File: src/rtl/dual_edge_counter.sv
// Counts rising edges of sig_a and falling edges of sig_b up to LIMIT, and offers
// every new count downstream through a valid/ready snapshot register.
//
// state   | meaning
// --------+--------------------------------------------------------------
// ST_IDLE | not counting; waits for en
// ST_RUN  | counting events; leaves on en=0 or on reaching LIMIT
// ST_DONE | LIMIT reached; events ignored until clear
module dual_edge_counter #(
  parameter int WIDTH = 5,
  parameter int LIMIT = 10
) (
  input  logic             clk,
  input  logic             rst_n,
  input  logic             en,
  input  logic             clear,
  input  logic             sig_a,
  input  logic             sig_b,
  input  logic             out_ready,
  output logic [WIDTH-1:0] count,
  output logic             out_valid,
  output logic [WIDTH-1:0] out_data,
  output logic             done,
  output logic             overrun
);

  typedef enum logic [1:0] {
    ST_IDLE = 2'd0,
    ST_RUN  = 2'd1,
    ST_DONE = 2'd2
  } state_t;

  localparam logic [WIDTH-1:0] LIMIT_V = WIDTH'(LIMIT);

  state_t           state;
  state_t           state_next;
  logic             a_d;
  logic             b_d;
  logic             rise_a;
  logic             fall_b;
  logic             evt;
  logic             inc;
  logic             hit;
  logic [WIDTH-1:0] count_inc;

  // A rise on A and a fall on B in the same cycle collapse into one event.
  assign rise_a    = sig_a & ~a_d;
  assign fall_b    = ~sig_b & b_d;
  assign evt       = rise_a | fall_b;
  assign inc       = (state == ST_RUN) & evt;
  assign count_inc = count + WIDTH'(1);
  assign hit       = inc & (count_inc == LIMIT_V);

  always_comb begin
    state_next = state;
    if (clear) begin
      state_next = ST_IDLE;
    end else begin
      case (state)
        ST_IDLE: if (en) state_next = ST_RUN;
        ST_RUN: begin
          if (hit)      state_next = ST_DONE;
          else if (!en) state_next = ST_IDLE;
        end
        ST_DONE: state_next = ST_DONE;
        default: state_next = ST_IDLE;
      endcase
    end
  end

  always_ff @(posedge clk) begin
    if (!rst_n) state <= ST_IDLE;
    else        state <= state_next;
  end

  // Edge-detect history keeps tracking through clear; reset preloads it so the
  // first cycle after release never sees an edge.
  always_ff @(posedge clk) begin
    if (!rst_n) begin
      a_d <= 1'b1;
      b_d <= 1'b0;
    end else begin
      a_d <= sig_a;
      b_d <= sig_b;
    end
  end

  always_ff @(posedge clk) begin
    if (!rst_n) begin
      count     <= '0;
      out_valid <= 1'b0;
      out_data  <= '0;
      done      <= 1'b0;
      overrun   <= 1'b0;
    end else if (clear) begin
      count     <= '0;
      out_valid <= 1'b0;
      out_data  <= '0;
      done      <= 1'b0;
      overrun   <= 1'b0;
    end else begin
      if (inc) begin
        count     <= count_inc;
        out_data  <= count_inc;
        out_valid <= 1'b1;
        if (out_valid && !out_ready) overrun <= 1'b1;
      end else if (out_valid && out_ready) begin
        out_valid <= 1'b0;
      end
      if (hit) done <= 1'b1;
    end
  end

endmodule

File: config.mk
export PLATFORM = sky130hd
export DESIGN_NAME = dual_edge_counter
export DESIGN_NICKNAME = d
export VERILOG_FILES = /design/src/rtl/dual_edge_counter.sv
export SDC_FILE = /design/constraint.sdc
export NUM_CORES = 1
export LEC_CHECK = 0
export ABC_AREA = 1
export ABC_CLOCK_PERIOD_IN_PS = 1500
export CORE_MARGIN = 3
export CORE_UTILIZATION = 42
export CTS_CLUSTER_SIZE = 8
export DETAILED_ROUTE_END_ITERATION = 10
export HOLD_SLACK_MARGIN = 0.12
export PLACE_DENSITY = 0.79
export RECOVER_POWER = 25
export SYNTH_ARGS = -nofsm -noshare
export SYNTH_HDL_FRONTEND = slang
export SYNTH_SLANG_ARGS = --single-unit
File: constraint.sdc
create_clock -name clk -period 1.5 [get_ports clk]
set_clock_uncertainty 0.15 [all_clocks]
set_input_delay 0.375 -clock clk [delete_from_list [all_inputs] [get_ports clk]]
set_output_delay 0.375 -clock clk [all_outputs]
set_load 0.02 [all_outputs]
==> results.toml <==
[cts]
clockBufferDepth = 2
clk_latency_ns = 0.27
cts_buffers = 3
clk_pin_slew_ns = 0.07
cts_tree = "yes"
ctsHoldBuffers = 0
clock-root-buffer = "clkbuf_4"
cts.sinks = 12
htree_levels = 1

[synth]
syn_avg_cell_area_um2 = 7.475
yosysUniqueCellTypes = 19
ys_ff_latch = 12
syn_nets = 86
syn_area_um2 = 575.6
ys_warn_count = 0
synth_seq_area_share_pct = 41.74
synth_cells = 77

[min_path]
worst_hold_path_type = "flop to flop"

[detailed_routing]
first_pass_iters = 3
viasPerCell = 4.647
wl_per_cell_um = 10.11
drtIter0Drc = 2
drc_errors = 0
antenna_left = 0
num_vias = 539
finalWirelength_um = 1173

[die]
dieHeight_um = 43.02
die_x_um = 43.02
die_area_um2 = 1851
fp.coreArea_um2 = 1201
num_rows = 12
io_pins = 20
initial_core_util_pct = 47.92

[worst_setup_path]
cp_top_family = "buffers and inverters"
cp_slowest_stage_delay_ns = 0.33
cpMaxStageDelayCell = "dlygate4sd2_1"
critPathBufInv = 1
critPathArrivalTime_ns = 0.93
crit_path_cell_trace = "dlygate4sd2_1"
cp.required_ns = 0.97
crit_fanout = 2
critPathKind = "flop to output port"
cp-start-kind = "flop"
cp-end-kind = "output port"

[cells_and_area]
drive_above_1_share_pct = 26.47
fin_nets = 113
nFillCells = 129
diodes = 0
multi_input_area_um2 = 262.8
layout_commonest_cell = "nand2_1"
final_cell_mix = "14 x nand2_1, 13 x inv_1, 11 x dfxtp_1"
final_cells = 116
syn_to_final_growth_pct = 39.35
register_area_um2 = 241.5

[timing]
period_minus_slack_ns = 1.453
fin_crit_sh_pct = 96.85
setup_tns_ns = 0
timing.hold.ws_ns = 0.2985
hold_violations = 0
setup_viol = 0
drv_slew = 0
max_freq_mhz = 688.4
worstMarginPinSlew_ns = 0.2521
slew_headroom_pct = 83.26

[placement]
gp_congestion = 0.8172
io_buffers = 19
dp.final_hpwl_um = 894.6
dp_cells = 113

[global_route]
antenna_found_initial = 0
grt_use_total_pct = 14.71
gr-total-overflow = 0
grt_first_pass_wirelength_um = 1987
grt_pass1_vias = 508
grt_max_degree = 8

[pwr]
power_density_nw_per_um2 = 714.4
ir_worst_vdd_mv = 0.4134
p_total_uw = 573.0
p_leak_nw = 0.3766

[outcome]
status = "completed"

[run]
cap_violations = 0
-- logic make-up (layout without fill, tap and decap cells) --
| logic type | Yosys count | count (layout) | synth area share, % |
|---|---|---|---|
| and+or+nand+nor | 31 | 31 | 25.87 |
| DFF | 12 | 12 | 41.74 |
| AOI/OAI and AO/OA | 13 | 13 | 12.39 |
| buffers and inverters | 19 | 44 | 15.65 |
| adders and majority gates | 2 | 2 | 4.347 |
-- sequential cells by signal (all words and copies together) (netlist names) --
register / flops
a_d: 1
b_d: 1
done: 1
out_data: 5
out_valid: 1
overrun: 1
state: 2
-- path summary, 6_finish.rpt --
check                                  from         to  slack, ns  cells past startpoint
worst max-delay path              out_valid  out_valid       0.05                      1
worst min register to register         done       done       0.30                      2
worst min-delay path                   done       done       0.30                      2
worst max register to register  out_data[1]   state[0]       0.12                      9
-- cells in the mapped netlist, drive strengths merged --
| cell type | number | area (µm²) |
|---|---|---|
| nor2 | 8 | 37.54 |
| a211oi | 1 | 7.510 |
| or2 | 1 | 6.260 |
| a31oi | 1 | 6.260 |
| o21a | 1 | 7.510 |
| a21oi | 7 | 35.03 |
| nand4 | 2 | 12.51 |
| dfxtp | 12 | 240.2 |
| nand3 | 3 | 20.02 |
| buf | 5 | 37.54 |
| inv | 14 | 52.55 |
| nand2 | 16 | 65.06 |
| o21ai | 3 | 15.01 |
| nor3b | 1 | 7.510 |
| ha | 2 | 25.02 |
-- worst register-to-register path: cells and delay by family (launching register included) --
kind,cells,cell delay (ns)
flops,1,0.34
compound gates,1,0.05
simple gates,5,0.41
buf+inv,2,0.19
fa+ha+maj,1,0.14
-- repair_timing --
| action | CTS | global route |
|---|---|---|
| setup endpoints to repair | 13 | 17 |
| buffers inserted | 0 | 0 |
| pin swaps | 0 | 0 |
| cloned | 0 | 0 |
| gates resized for setup | 16 | 21 |
| endpoints found under the hold margin | 0 | 0 |
-- power breakdown --
group	total [mW]	switching, mW	internal (mW)	leakage (nW)
logic	0.0523	0.0239	0.0283	0.265
registers	0.326	0.00220	0.324	0.0979
clock network	0.195	0.102	0.0931	0.0138
total	0.573	0.128	0.445	0.377
-- stage by stage --
stage,util [%],setup slack (ns),area [µm²]
CTS,68.02,-0.00002820,817.0
detailed placement,67.19,-0.2108,807.0
global placement,67.19,-0.1680,807.0
finish,66.77,0.04732,802.0
floorplan,-,0.008424,576.8
global route,66.77,-0.0004439,802.0
-- routing by layer --
layer | up-vias | global-route usage [%] | wire length [µm]
li1 | 288 | - | -
met1 | 233 | 15.38 | 504
met2 | 14 | 24.85 | 557
met3 | 4 | 7.627 | 93
met4 | 0 | 5.422 | 17
met5 | - | 0 | 0
-- layout make-up --
cell class              count  area share, %
flip-flops and latches     12          30.11
clock buffers               3          2.808
multi-input cells          46          32.76
well taps                  14          2.184
repair buffers             27          25.59
inverters                  14          6.552
Note: power is estimated with default switching activity, not from simulation.
